<file path="src/rtl/avalon_st_if.sv">
// Avalon-ST streaming bundle shared by the message-path blocks.
`timescale 1ns/1ps
interface avalon_st_if #(
  parameter int DATA_W  = 32,
  parameter int EMPTY_W = 2
);
  logic [DATA_W-1:0]  data;
  logic [EMPTY_W-1:0] empty;
  logic               sop;
  logic               eop;
  logic               valid;
  logic               ready;

  modport master (output data, empty, sop, eop, valid, input ready);
  modport slave  (input data, empty, sop, eop, valid, output ready);
endinterface

</file>
<file path="src/rtl/msg_injector.sv">
// Merges a main and an injected Avalon-ST message stream at message boundaries.
// Optional message/orphan statistics counters are built when MSG_INJECTOR_STATS_EN is defined.
`timescale 1ns/1ps
module msg_injector #(
  parameter int CNT_W          = 16,
  parameter int MAX_INJ_CONSEC = 4
) (
  input  logic             clk,
  input  logic             rst,
  avalon_st_if.slave       msg_in,
  avalon_st_if.slave       inj_in,
  avalon_st_if.master      msg_out,
  output logic             inject_indication,
  output logic [CNT_W-1:0] main_msg_cnt,
  output logic [CNT_W-1:0] inj_msg_cnt,
  output logic [CNT_W-1:0] orphan_cnt
);

  localparam logic [7:0] MAX_C = 8'(MAX_INJ_CONSEC);

  typedef enum logic [1:0] {
    ST_IDLE = 2'd0,
    ST_MAIN = 2'd1,
    ST_INJ  = 2'd2
  } state_t;

  state_t     state_q, state_d;
  logic [7:0] consec_q;
  logic       inj_ind_q;

  logic main_req, inj_req;
  logic main_orphan, inj_orphan;
  logic main_done, inj_done;
  logic consec_clr;

  function automatic logic [7:0] consec_inc(input logic [7:0] c);
    return (c < MAX_C) ? c + 8'd1 : MAX_C;
  endfunction

  assign main_req = msg_in.valid & msg_in.sop;
  assign inj_req  = inj_in.valid & inj_in.sop;

  always_comb begin
    state_d       = state_q;
    msg_in.ready  = 1'b0;
    inj_in.ready  = 1'b0;
    msg_out.valid = 1'b0;
    msg_out.data  = '0;
    msg_out.empty = '0;
    msg_out.sop   = 1'b0;
    msg_out.eop   = 1'b0;
    main_orphan   = 1'b0;
    inj_orphan    = 1'b0;
    main_done     = 1'b0;
    inj_done      = 1'b0;
    consec_clr    = 1'b0;
    case (state_q)
      ST_IDLE: begin
        // Mid-message beats seen while idle belong to no granted message: drop them.
        main_orphan  = msg_in.valid & ~msg_in.sop & ~rst;
        inj_orphan   = inj_in.valid & ~inj_in.sop & ~rst;
        msg_in.ready = main_orphan;
        inj_in.ready = inj_orphan;
        if (inj_req && (!main_req || consec_q < MAX_C)) begin
          state_d = ST_INJ;
        end else if (main_req) begin
          state_d    = ST_MAIN;
          consec_clr = 1'b1;
        end
      end
      ST_MAIN: begin
        msg_out.valid = msg_in.valid;
        msg_out.data  = msg_in.data;
        msg_out.empty = msg_in.empty;
        msg_out.sop   = msg_in.sop;
        msg_out.eop   = msg_in.eop;
        msg_in.ready  = msg_out.ready;
        main_done     = msg_in.valid & msg_out.ready & msg_in.eop;
        if (main_done) state_d = ST_IDLE;
      end
      ST_INJ: begin
        msg_out.valid = inj_in.valid;
        msg_out.data  = inj_in.data;
        msg_out.empty = inj_in.empty;
        msg_out.sop   = inj_in.sop;
        msg_out.eop   = inj_in.eop;
        inj_in.ready  = msg_out.ready;
        inj_done      = inj_in.valid & msg_out.ready & inj_in.eop;
        if (inj_done) state_d = ST_IDLE;
      end
      default: state_d = ST_IDLE;
    endcase
  end

  // Arbitration register stage
  always_ff @(posedge clk or posedge rst) begin
    if (rst) begin
      state_q   <= ST_IDLE;
      inj_ind_q <= 1'b0;
      consec_q  <= 8'd0;
    end else begin
      state_q   <= state_d;
      inj_ind_q <= (state_d == ST_INJ);
      if (consec_clr)    consec_q <= 8'd0;
      else if (inj_done) consec_q <= consec_inc(consec_q);
    end
  end

  assign inject_indication = inj_ind_q;

`ifdef MSG_INJECTOR_STATS_EN
  logic [CNT_W-1:0] main_cnt_q, inj_cnt_q, orphan_cnt_q;

  function automatic logic [CNT_W-1:0] sat_add(input logic [CNT_W-1:0] c,
                                               input logic [1:0] inc);
    logic [CNT_W:0] s;
    s = {1'b0, c} + (CNT_W+1)'(inc);
    return s[CNT_W] ? '1 : s[CNT_W-1:0];
  endfunction

  always_ff @(posedge clk or posedge rst) begin
    if (rst) begin
      main_cnt_q   <= '0;
      inj_cnt_q    <= '0;
      orphan_cnt_q <= '0;
    end else begin
      if (main_done) main_cnt_q <= sat_add(main_cnt_q, 2'd1);
      if (inj_done)  inj_cnt_q  <= sat_add(inj_cnt_q, 2'd1);
      if (main_orphan || inj_orphan)
        orphan_cnt_q <= sat_add(orphan_cnt_q, {1'b0, main_orphan} + {1'b0, inj_orphan});
    end
  end

  assign main_msg_cnt = main_cnt_q;
  assign inj_msg_cnt  = inj_cnt_q;
  assign orphan_cnt   = orphan_cnt_q;
`else
  assign main_msg_cnt = '0;
  assign inj_msg_cnt  = '0;
  assign orphan_cnt   = '0;
`endif

endmodule

</file>
<file path="src/flat_wrapper.sv">
// flat-port wrapper written by rule: the top's interface ports become plain ports
module msg_injector_flat 
#(
  parameter int CNT_W          = 16,
  parameter int MAX_INJ_CONSEC = 4
)
  (clk, rst, inject_indication, main_msg_cnt, inj_msg_cnt, orphan_cnt, msg_in_data, msg_in_empty, msg_in_sop, msg_in_eop, msg_in_valid, msg_in_ready, inj_in_data, inj_in_empty, inj_in_sop, inj_in_eop, inj_in_valid, inj_in_ready, msg_out_data, msg_out_empty, msg_out_sop, msg_out_eop, msg_out_valid, msg_out_ready);
  avalon_st_if #(.DATA_W(8), .EMPTY_W(1)) msg_in_i ();
  avalon_st_if #(.DATA_W(8), .EMPTY_W(1)) inj_in_i ();
  avalon_st_if #(.DATA_W(8), .EMPTY_W(1)) msg_out_i ();
  input  logic clk;
  input  logic rst;
  output logic inject_indication;
  output logic [CNT_W-1:0] main_msg_cnt;
  output logic [CNT_W-1:0] inj_msg_cnt;
  output logic [CNT_W-1:0] orphan_cnt;
  input wire logic [$bits(msg_in_i.data)-1:0] msg_in_data;
  input wire logic [$bits(msg_in_i.empty)-1:0] msg_in_empty;
  input wire logic [$bits(msg_in_i.sop)-1:0] msg_in_sop;
  input wire logic [$bits(msg_in_i.eop)-1:0] msg_in_eop;
  input wire logic [$bits(msg_in_i.valid)-1:0] msg_in_valid;
  output wire logic [$bits(msg_in_i.ready)-1:0] msg_in_ready;
  input wire logic [$bits(inj_in_i.data)-1:0] inj_in_data;
  input wire logic [$bits(inj_in_i.empty)-1:0] inj_in_empty;
  input wire logic [$bits(inj_in_i.sop)-1:0] inj_in_sop;
  input wire logic [$bits(inj_in_i.eop)-1:0] inj_in_eop;
  input wire logic [$bits(inj_in_i.valid)-1:0] inj_in_valid;
  output wire logic [$bits(inj_in_i.ready)-1:0] inj_in_ready;
  output wire logic [$bits(msg_out_i.data)-1:0] msg_out_data;
  output wire logic [$bits(msg_out_i.empty)-1:0] msg_out_empty;
  output wire logic [$bits(msg_out_i.sop)-1:0] msg_out_sop;
  output wire logic [$bits(msg_out_i.eop)-1:0] msg_out_eop;
  output wire logic [$bits(msg_out_i.valid)-1:0] msg_out_valid;
  input wire logic [$bits(msg_out_i.ready)-1:0] msg_out_ready;
  assign msg_in_i.data = msg_in_data;
  assign msg_in_i.empty = msg_in_empty;
  assign msg_in_i.sop = msg_in_sop;
  assign msg_in_i.eop = msg_in_eop;
  assign msg_in_i.valid = msg_in_valid;
  assign msg_in_ready = msg_in_i.ready;
  assign inj_in_i.data = inj_in_data;
  assign inj_in_i.empty = inj_in_empty;
  assign inj_in_i.sop = inj_in_sop;
  assign inj_in_i.eop = inj_in_eop;
  assign inj_in_i.valid = inj_in_valid;
  assign inj_in_ready = inj_in_i.ready;
  assign msg_out_data = msg_out_i.data;
  assign msg_out_empty = msg_out_i.empty;
  assign msg_out_sop = msg_out_i.sop;
  assign msg_out_eop = msg_out_i.eop;
  assign msg_out_valid = msg_out_i.valid;
  assign msg_out_i.ready = msg_out_ready;
  msg_injector #(.CNT_W(CNT_W), .MAX_INJ_CONSEC(MAX_INJ_CONSEC)) u_core (.clk(clk), .rst(rst), .msg_in(msg_in_i), .inj_in(inj_in_i), .msg_out(msg_out_i), .inject_indication(inject_indication), .main_msg_cnt(main_msg_cnt), .inj_msg_cnt(inj_msg_cnt), .orphan_cnt(orphan_cnt));
endmodule
</file>
<file path="config.mk">
export PLATFORM = sky130hd
export DESIGN_NAME = msg_injector_flat
export DESIGN_NICKNAME = d
export VERILOG_FILES = /design/src/rtl/avalon_st_if.sv /design/src/rtl/msg_injector.sv /design/src/flat_wrapper.sv
export SDC_FILE = /design/constraint.sdc
export NUM_CORES = 1
export LEC_CHECK = 0
export ABC_AREA = 1
export BUFFER_PORTS_ARGS = -buffer_cell sky130_fd_sc_hd__clkbuf_2
export CELL_PAD_IN_SITES_DETAIL_PLACEMENT = 1
export CELL_PAD_IN_SITES_GLOBAL_PLACEMENT = 1
export CORE_UTILIZATION = 26
export DETAILED_ROUTE_END_ITERATION = 8
export PLACE_DENSITY = 0.77
export SKIP_CTS_REPAIR_TIMING = 1
export SLEW_MARGIN = 30
export SYNTH_ARGS = -nofsm -noshare
export SYNTH_HDL_FRONTEND = slang
export SYNTH_SLANG_ARGS = --single-unit
</file>
<file path="constraint.sdc">
create_clock -name clk -period 1.6 [get_ports clk]
set_clock_uncertainty 0.1 [all_clocks]
set_input_delay 0.32 -clock clk [delete_from_list [all_inputs] [get_ports clk]]
set_output_delay 0.32 -clock clk [all_outputs]
set_load 0.05 [all_outputs]
</file>
# Yosys cells after proc, flatten, opt, wreduce, memory -nomap -nowiden
# Cells that the tools add are included.
dict set report word_totals {
  register_bits 11
  output_inout_bits 63
  wordCells 45
}
dict set report classes {
  add_sub_neg 1
  magnitude_cmp 1
  eq_ne 3
  n_mux 19
  bitwise 13
  reduce_logical 5
}
# op n
set op_table {}
lappend op_table {{$mux 8} 3}
lappend op_table {{$pmux 8 s2} 1}
lappend op_table {{$pmux 1 s2} 6}
lappend op_table {{$and 1x1->1} 10}
lappend op_table {{$add 8x1->8 const B} 1}
lappend op_table {{$lt 8x3->1 const B} 1}
lappend op_table {{$mux 2} 4}
lappend op_table {{$pmux 2 s3} 1}
lappend op_table {{$eq 2x2->1 const B} 2}
lappend op_table {{$mux 1} 4}
lappend op_table {{$not 1->1} 3}
lappend op_table {{$eq 2x1->1 const B} 1}
lappend op_table {{$logic_not 2->1} 1}
lappend op_table {{$reduce_bool 2->1} 1}
lappend op_table {{$logic_and 1x1->1} 1}
lappend op_table {{$logic_not 1->1} 1}
lappend op_table {{$logic_or 1x1->1} 1}

# Longest topological paths before layout
# Gate-level depths: netlist of run 1.
dict set report depth {
  word_depth 7
  depth_mapped 9
  depth_no_buf 9
}

# Worst setup path before layout of run 1
# Ideal clock, no wire load.
dict set report synth_path {
  kind {register to output}
  from {reg u_core.state_q[0]}
  to {out inj_in_ready}
  arrival_time_ns 2.001
  required_time_ns 1.180
  slack_ns -0.821
  stages_incl_launch_ff 5
  cell_sequence {dfrtp_1 -> inv_1 -> ha_1 -> nand2_1 -> o32ai_1}
}
dict set report synth_between {
  elab_chain_len 2
}
# element line
set synth_lines {}
lappend synth_lines {{start: declaration} msg_injector.sv:27} ;# state_t state_q, state_d;
lappend synth_lines {{start signal: assignment} msg_injector.sv:102} ;# state_q <= state_d;
lappend synth_lines {{$eq 2x2->1 or $logic_not 2->1 (tied branches)} msg_injector.sv:57} ;# case (state_q)
lappend synth_lines {{$pmux 1 s2 (*)} msg_injector.sv:57}
lappend synth_lines {{end: declaration} flat_wrapper.sv:28} ;# output wire logic [$bits(inj_in_i.ready)-1:0] inj_in_ready;
# Every way passes the cells marked *; elsewhere a longest branch is shown, timed or not.

# Worst setup path after layout of run 1
dict set report layout_path {
  from {reg u_core.state_q[0]}
  to {out msg_out_valid}
}
dict set report layout_between {
  elab_chain_len 2
}
# element line
set layout_lines {}
lappend layout_lines {{$eq 2x2->1 or $eq 2x1->1 (tied branches)} msg_injector.sv:57}
lappend layout_lines {{$pmux 1 s2 (*)} msg_injector.sv:57}
lappend layout_lines {{end: declaration} flat_wrapper.sv:33} ;# output wire logic [$bits(msg_out_i.valid)-1:0] msg_out_valid;
# Marks and branches as above.

==> results of run 1 <==
==> power by group through the flow <==
| stage | Clock [mW] | Sequential (mW) | Combinational, mW |
|---|---|---|---|
| floorplan | 0 | 0.414 | 1.62 |
| global placement | 0 | 0.382 | 1.93 |
| detailed placement | 0 | 0.385 | 1.96 |
| CTS | 0.292 | 0.380 | 1.96 |
| global route | 0.307 | 0.386 | 2.38 |
| finish | 0.285 | 0.377 | 2.24 |
==> sequential cells by signal, summed over array words and instances (netlist names) <==
name,cells
u_core.state_q,2
u_core.consec_q,8
u_core.inject_indication,1
==> area by class of cell <==
| cell class | instances | area, sq um |
|---|---|---|
| Inverter | 20 | 82.6 |
| Clock buffer | 4 | 45.0 |
| Sequential cell | 11 | 275 |
| Tap cell | 52 | 65.1 |
| Timing Repair Buffer | 51 | 440 |
| Multi-Input combinational cell | 134 | 890 |
| Fill cell | 549 | 2590 |
==> layer usage <==
metal  up-vias  global-route usage [%]  wire length, um
met5         -                       0                0
met3         4                    2.60              167
li1        527                       -                -
met1       507                    12.6             1090
met2        45                    22.4             1760
met4         0                    2.00               44
==> stage by stage <==
| stage | setup slack, ps | cell area [sq um] | util, % | power [mW] |
|---|---|---|---|---|
| after CTS | -552 | 1640 | 37.4 | 2.64 |
| after global routing | -343 | 1800 | 41.0 | 3.07 |
| after detailed placement | -291 | 1590 | 36.4 | 2.34 |
| after floorplan | -113 | 1590 | - | 2.03 |
| final | -274 | 1800 | 41.0 | 2.91 |
| after global placement | -245 | 1590 | 36.4 | 2.31 |
==> kinds of logic after synthesis <==
family	after synthesis	synth area share, %
buffers and inverters	71	37.7
and+or+nand+nor	61	23.9
AOI/OAI and AO/OA	20	9.92
adders and majority gates	5	5.22
other	1	0.313
DFF	11	23.0
==> critical path: cells and delay by family, from the launching register on <==
family,cells,cell delay (ps)
flip-flops,1,400
adder cells (fa/ha/maj),1,160
AND/OR/NAND/NOR,1,100
AO/OA/AOI/OAI,1,180
buffers and inverters,3,380
==> placed cells by master (no fill, tap or decap), types with 5 or more instances in the layout <==
cell | Yosys | final
nand2_2 | 5 | 12
inv_2 | 2 | 5
buf_6 | 0 | 10
dfrtp_1 | 11 | 11
buf_12 | 0 | 7
conb_1 | 1 | 48
a21oi_4 | 0 | 12
nor2_1 | 8 | 8
buf_4 | 48 | 7
inv_1 | 16 | 12
clkbuf_2 | 0 | 27
nand2_1 | 38 | 29
==> worst max-delay path by stage <==
stage | endpoint | slack, ps | from | cells after the start
after global routing | msg_out_valid | -340 | u_core.state_q[0] | 6
after floorplan | msg_out_data[1] | -110 | u_core.state_q[0] | 5
after CTS | msg_out_empty | -550 | u_core.state_q[0] | 5
after detailed placement | msg_out_empty | -290 | u_core.state_q[0] | 5
final | msg_out_valid | -270 | u_core.state_q[0] | 6
after global placement | msg_out_data[4] | -250 | u_core.state_q[0] | 5
==> summary.md, run 1 <==
| Metric | Value |
|---|---|
| Antenna-violating nets left | 0 |
| Final Hold Viols | 0 |
| Post-synth EDFFs | 0 |
| Gr usage total | 11.5% |
| TritonCTS clock tree | yes |
| Slowest stage delay, CP | 400 ps |
| Hpwl dp | 2450 um |
| Pins Over Slew Limit | 0 |
| R2R cell count | 8 |
| Port Buffers | 41 |
| Drt first pass iters | 3 |
| Sequential share of power | 13.0% |
| FF+latch count, synth | 11 |
| Non-Filler Instances | 272 |
| Vias per cell | 3.98 |
| Yosys warning count | 0 |
| Largest net degree at the start of global routing | 15 |
| Antenna diode count | 0 |
| Worst-skew pair later-pin latency | 240 ps |
| H-tree depth | 1 |
| CP most frequent cell | buf_12 |
| Reg-to-Reg Start | u_core.state_q[1] |
| Placed cells | 264 |
| Setup violators final | 14 |
| Comb power frac | 77.2% |
| Die Area | 4890 sq um |
| Wire per inst | 11.3 um |
| Via Count | 1,083 |
| Cts bufs inserted | 3 |
| Syn Inst Count | 169 |
| Async S/R FF share, synth | 100% |
| Crit-path max FO | 7 |
| Syn Area/Cell | 7.09 sq um |
| Crit path capture type | output pin |
| Share of Yosys cell area claimed by the top area cell type | 30.1% |
| Max IR drop VDD | 0.000666 V |
| Clock Path Buffers | 2 |
| Count leader, synth | buf_4 |
| Synth area leader | buf_4 |
| CP arrival | 1450 ps |
| Top cell types by occurrence after synthesis | buf_4 (48), nand2_1 (38), inv_1 (16), a21oi_1 (13), dfrtp_1 (11) |
| Max-Cap Viols | 0 |
| CP required | 1180 ps |
| Core area | 4380 sq um |
| Layout cells sized above 1 | 46.8% |
| I/O pins | 90 |
| Status | finished, violations left |
| Post-Route WL | 3070 um |
| First-pass GRT wire length | 4600 um |
| Die Wd | 69.9 um |
| Setup TNS | -3520 ps |
| Number of placement rows | 24 |
| Startpoint Class | flip-flop |
| Internal Dissipation | 1.30 mW |
| Top_reg_cell synth | dfrtp_1 |
| Fin crit share | 117% |
| Slowest stage cell, crit path | dfrtp_1 |
| Clk slew on worst S/H paths | 50 ps |
| Reported net switching power | 1.61 mW |
| Fin nets | 253 |
| Max Clock Freq | 0.533 GHz |
| DRT iter0 DRCs | 34 |
| Netlist cell types | 25 |
| RePlAce Congestion | 0.725 |
| Failing checks | negative setup slack |
| Worst hold slack | 48.7 ps |
| Net Sw Frac | 55.3% |
| P&R area growth vs syn | 50.0% |
| Starting Density | 27.3% |
| Global route overflow | 0 |
| PnR worst setup slack | -274 ps |
| PD cells | 1620 nW/um^2 |
| Antenna violations before repair | 0 |
| Clock Tree Root | clkbuf_8 |
| R2R Setup Slk | 90 ps |
| Vias in the first global route | 1,025 |
| Critical path class | reg2out |
| Leak | 0.890 nW |
| Cells along the critical path | inv_2 -> ha_4 -> buf_12 -> nand2_1 -> a21oi_4 -> buf_12 |
| CTS Sinks | 11 |
| Cell Area, Synth | 1200 sq um |
| RSZ-0062 raised after global routing | true |
| Residual DRC count | 0 |
| Worst reg2reg path endpoint | u_core.consec_q[1] |
| Minimum clock period | 1870 ps |
| Clock network power share | 9.8% |
| Die Y-Extent | 69.9 um |
| Ranking of synthesized cells by area | buf_4 (30%), dfrtp_1 (23%), nand2_1 (12%), a21oi_1 (5.4%), ha_1 (5.2%) |
| Sequential share of the synthesized area | 23.0% |
| Hold/Removal Path Class | in2async |
Power figures use the tool's default switching activity.
==> run 2: changes to the inputs <==
Settings changed: CORE_MARGIN set to 2, CORE_UTILIZATION 26 to 28, PLACE_DENSITY 0.77 to 0.82.
Clock period 1.6 ns to 2.3 ns, I/O delays scaled along.
==> summary.md, run 2 (same netlist as run 1, synthesis figures left out) <==
| Metric | Value |
|---|---|
| Fill cell count | 543 (-1.1%) |
| H-tree depth | 1 (unchanged) |
| WP buf/inv | 2 (-1) |
| Die Area | 4820 sq um (-1.3%) |
| Vias per cell | 3.88 (-2.6%) |
| Critical path class | reg2out |
| Commonest non-fill, non-tap cell in the layout | conb_1 |
| Startpoint Class | flip-flop |
| Via Count | 1,020 (-5.8%) |
| Residual DRC count | 0 (unchanged) |
| Crit-path max FO | 5 (-2) |
| Minimum clock period | 2210 ps |
| Antenna diode count | 0 (unchanged) |
| Largest Register | u_core.consec_q |
| Gr usage total | 10.5% (-0.93 points) |
| Place WS | 310 ps (+600 ps) |
| Largest net degree at the start of global routing | 15 (unchanged) |
| Pins Over Slew Limit | 0 (unchanged) |
| Cells along the critical path | inv_1 -> ha_1 -> nand2_1 -> o32ai_2 -> clkbuf_2 |
| Global route overflow | 0 (unchanged) |
| Die Wd | 69.4 um (-0.67%) |
| Antenna-violating nets left | 0 (unchanged) |
| CP arrival | 1650 ps (+200 ps) |
| CTS Sinks | 11 (unchanged) |
| Drt first pass iters | 3 (unchanged) |
| Die Y-Extent | 69.4 um (-0.67%) |
| Post-Route WL | 2620 um (-15%) |
| R2R Setup Slk | 720 ps (+630 ps) |
| DRT iter0 DRCs | 17 (-50%) |
| Register Area | 275 sq um (unchanged) |
| Max-Cap Viols | 0 (unchanged) |
| Leak | 0.789 nW (-11%) |
| Max reg flops | 8 (unchanged) |
| Setup violators final | 0 (-14) |
| Cell family with most CP delay | buffers and inverters |
| Clk slew on worst S/H paths | 50 ps (about the same) |
| Wire per inst | 9.95 um (-12%) |
| Area of the multi-input gates | 661 sq um (-26%) |
| Vias in the first global route | 995 (-2.9%) |
| Worst-skew pair later-pin latency | 230 ps (about the same) |
| Most frequent cells in the layout | conb_1 (48), nand2_1 (38), clkbuf_2 (29) |
| Status | complete, no violations |
| Port Buffers | 41 (unchanged) |
| Cts bufs inserted | 3 (unchanged) |
| Slowest stage delay, CP | 420 ps (+20 ps) |
| P&R area growth vs syn | 14.6% |
| PnR worst setup slack | 88.9 ps (+363 ps) |
| Max IR drop VDD | 0.000328 V (-51%) |
| PD cells | 1050 nW/um^2 (-35%) |
| Fin nets | 246 (-2.8%) |
| RePlAce Congestion | 0.765 (+5.4%) |
| Setup TNS | 0 ps (+3520 ps) |
| Crit path capture type | output pin |
| Clock Tree Root | clkbuf_8 |
| Hold/Removal Path Class | in2async |
| First-pass GRT wire length | 4260 um (-7.5%) |
| Clock Path Buffers | 2 (unchanged) |
| Final Hold Viols | 0 (unchanged) |
| I/O pins | 90 (unchanged) |
| Starting Density | 29.5% (+2.2 points) |
| Fin crit share | 96.1% |
| Slowest stage cell, crit path | dfrtp_1 |
| Antenna violations before repair | 0 (unchanged) |
| Max Clock Freq | 0.452 GHz |
| Hpwl dp | 2300 um (-6.2%) |
| TritonCTS clock tree | yes |
| Number of placement rows | 23 (-4.2%) |
| Fin util | 33.9% (-7.2 points) |
| Layout cells sized above 1 | 31.5% (-15 points) |
| Core area | 4060 sq um (-7.4%) |
| CP required | 1740 ps (+560 ps) |
| RSZ-0062 raised after global routing | true |
## run 2: changes by cell type in the layout (fill, tap and decap cells not counted), sizes merged
| cell | delta |
|---|---|
| buf | -15 |
| clkbuf | +8 |
## run 2: final cells by class
type | instances | area share [%]
Tap cell | 50 | 4.55
Multi-Input combinational cell | 134 | 48.1
Timing Repair Buffer | 44 | 18.4
Clock buffer | 4 | 3.28
Inverter | 20 | 5.65
Sequential cell | 11 | 20.0
## run 2: final timing paths
| kind | startpoint | cells past startpoint | end |
|---|---|---|---|
| setup / recovery | u_core.state_q[0] | 5 | inj_in_ready |
| setup reg to reg | u_core.state_q[0] | 7 | u_core.state_q[0] |
| hold / removal | rst | 3 | u_core.consec_q[1] |
| min in group clk | u_core.consec_q[4] | 2 | u_core.consec_q[4] |
| max in group asynchronous | rst | 3 | u_core.consec_q[0] |
| hold reg to reg | u_core.consec_q[4] | 2 | u_core.consec_q[4] |
## run 2: routing by layer
metal	vias up	wire [um]	part of all wire, %	GRT usage, %
li1	512	-	-	-
met4	0	14	0.54	2.18
met1	468	963	37	10.9
met5	-	0	0	0
met3	2	153	5.8	2.62
met2	38	1480	57	21.0
## run 2: worst reg2reg max path, stage by stage (launching register included)
cell	delay (ps)
dfrtp_1	420
inv_1	100
ha_1	140
buf_4	190
inv_1	90
o21ai_1	190
nand2_1	110
a21oi_1	160
## run 2: where the power goes
part           switching (mW)  internal (mW)
Clock                  0.0683          0.121
Sequential             0.0381          0.233
Combinational           0.747          0.233
Total                   0.854          0.588
## run 2: per-stage QoR
step / instance area [sq um] / hold WS [ps] / power [mW] / cells
floorplan: 1390 / 220 / 1.11 / 216
global placement: 1300 / 392 / 1.21 / 259
detailed placement: 1300 / 394 / 1.24 / 259
CTS: 1350 / 142 / 1.44 / 263
global route: 1370 / 141 / 1.55 / 263
finish: 1370 / 137 / 1.44 / 263
==> run 3: changes to the inputs <==
Clock period 2.3 ns to 2.8 ns, I/O delays scaled along.
==> summary.md, run 3 (same netlist as run 1, synthesis figures left out) <==
| Metric | Value |
|---|---|
| Status | complete, no violations |
| Clock network power share | 14.0% (+0.8 points) |
| First-pass GRT wire length | 4510 um (+6.0%) |
| CP required | 2140 ps (+400 ps) |
| Post-Route WL | 2690 um (+2.9%) |
| Clock Tree Root | clkbuf_8 |
| Setup violators final | 0 (unchanged) |
| CP arrival | 1830 ps (+180 ps) |
| Die Y-Extent | 69.4 um (unchanged) |
| Number of placement rows | 23 (unchanged) |
| Largest net degree at the start of global routing | 15 (unchanged) |
| Final Hold Viols | 0 (unchanged) |
| Worst-skew pair later-pin latency | 240 ps (about the same) |
| I/O pins | 90 (unchanged) |
| Via Count | 1,025 (+0.49%) |
| Die Wd | 69.4 um (unchanged) |
| Vias in the first global route | 1,052 (+5.7%) |
| Antenna-violating nets left | 0 (unchanged) |
| Fill cell count | 548 (+0.92%) |
| RePlAce Congestion | 0.760 (-0.63%) |
| Clk slew on worst S/H paths | 50 ps (about the same) |
| Comb power frac | 66.6% (-1.4 points) |
| Clock Path Buffers | 2 (unchanged) |
| Cts bufs inserted | 3 (unchanged) |
| Hold/Removal Path Class | in2async |
| Register Area | 275 sq um (unchanged) |
| Layout cells sized above 1 | 30.8% (-0.65 points) |
| Wire per inst | 10.3 um (+3.7%) |
| Leak | 0.773 nW (-2.0%) |
| Largest Register | u_core.consec_q |
| CTS Sinks | 11 (unchanged) |
| RSZ-0062 raised after global routing | false |
| Place WS | 529 ps (+219 ps) |
| Max IR drop VDD | 0.000310 V (-5.5%) |
| Startpoint Class | flip-flop |
| Fin crit share | 89.0% |
| Reported net switching power | 0.706 mW (-17%) |
| Placed cells | 257 (-0.77%) |
| Gr usage total | 11.3% (+0.77 points) |
| Vias per cell | 3.93 (+1.3%) |
| Max reg flops | 8 (unchanged) |
| Residual DRC count | 0 (unchanged) |
| PD cells | 869 nW/um^2 (-17%) |
| Net Sw Frac | 61.1% (+1.9 points) |
| Die Area | 4820 sq um (unchanged) |
| Worst slew margin | 65.5% |
| Placed cell areas | 1280 sq um (-1.5%) |
| Area of the multi-input gates | 656 sq um (-0.76%) |
| Commonest non-fill, non-tap cell in the layout | conb_1 |
| Most frequent cells in the layout | conb_1 (48), clkbuf_2 (41), nand2_1 (38) |
| Worst-margin pin slew | 517 ps |
| Fin nets | 244 (-0.81%) |
| Global route overflow | 0 (unchanged) |
| Sequential share of power | 19.4% (+0.6 points) |
| TritonCTS clock tree | yes |
| Minimum clock period | 2490 ps |
| Starting Density | 29.5% (unchanged) |
| Drt first pass iters | 4 (+1) |
| Core area | 4060 sq um (unchanged) |
| Antenna violations before repair | 0 (unchanged) |
| Crit path capture type | output pin |
| P&R area growth vs syn | 11.0% |
| Critical path class | reg2out |
| PnR worst setup slack | 307 ps (+218 ps) |
| Port Buffers | 41 (unchanged) |
| Final instance area | 1330 sq um (-3.2%) |
| Max Clock Freq | 0.401 GHz |
| Max-Cap Viols | 0 (unchanged) |
| Pins Over Slew Limit | 0 (unchanged) |
| Hpwl dp | 2220 um (-3.4%) |
| Antenna diode count | 0 (unchanged) |
| Internal Dissipation | 0.450 mW (-23%) |
| DRT iter0 DRCs | 23 (+6) |
| H-tree depth | 1 (unchanged) |
| Crit-path max FO | 14 (+9) |
| Non-Filler Instances | 261 (-0.76%) |
run 3: layout make-up:
| cell class | instances | share of cell area (%) |
|---|---|---|
| inverter | 20 | 5.83 |
| tap | 50 | 4.70 |
| timing repair buffer | 42 | 16.0 |
| clock inverter | 1 | 0.376 |
| clock buffer | 3 | 3.10 |
| sequential | 11 | 20.7 |
| multi-input combinational | 134 | 49.3 |
run 3: path summary, 6_finish.rpt:
path / start / end / depth (start not counted) / slack [ps]
max: u_core.state_q[0] / inj_in_ready / 5 / 310
min: rst / u_core.consec_q[7] / 3 / 230
max reg2reg: u_core.state_q[0] / u_core.inject_indication / 8 / 970
min reg2reg: u_core.consec_q[6] / u_core.consec_q[6] / 2 / 410
max in group asynchronous: rst / u_core.consec_q[2] / 3 / 2220
min in group clk: u_core.consec_q[6] / u_core.consec_q[6] / 2 / 410
run 3: layer usage:
layer,track usage [%],part of all wire (%)
met4,4.36,2.1
met5,0,0
met2,22.4,54
met1,11.1,37
met3,2.62,6.1
run 3: power groups by stage:
stage | Clock [mW] | Combinational [mW] | Sequential, mW
after CTS | 0.169 | 0.779 | 0.224
final | 0.162 | 0.770 | 0.224
after floorplan | 0 | 0.674 | 0.234
after detailed placement | 0 | 0.774 | 0.227
after global placement | 0 | 0.765 | 0.223
after global routing | 0.176 | 0.840 | 0.229
run 3: stage by stage:
step / setup TNS [ps] / utilization [%] / hold WS (ps) / total power [mW]
global route: 0 / 32.8 / 243 / 1.25
detailed placement: 0 / 31.6 / 404 / 1.00
floorplan: -15.1 / - / 320 / 0.909
global placement: 0 / 31.6 / 398 / 0.988
CTS: 0 / 32.8 / 239 / 1.17
finish: 0 / 32.8 / 227 / 1.16
run 3: critical path: stages (launching register included):
cell and delay, ps:
dfrtp_1 420, inv_1 100, ha_1 490, inv_1 150, o32ai_2 110, clkbuf_2 320
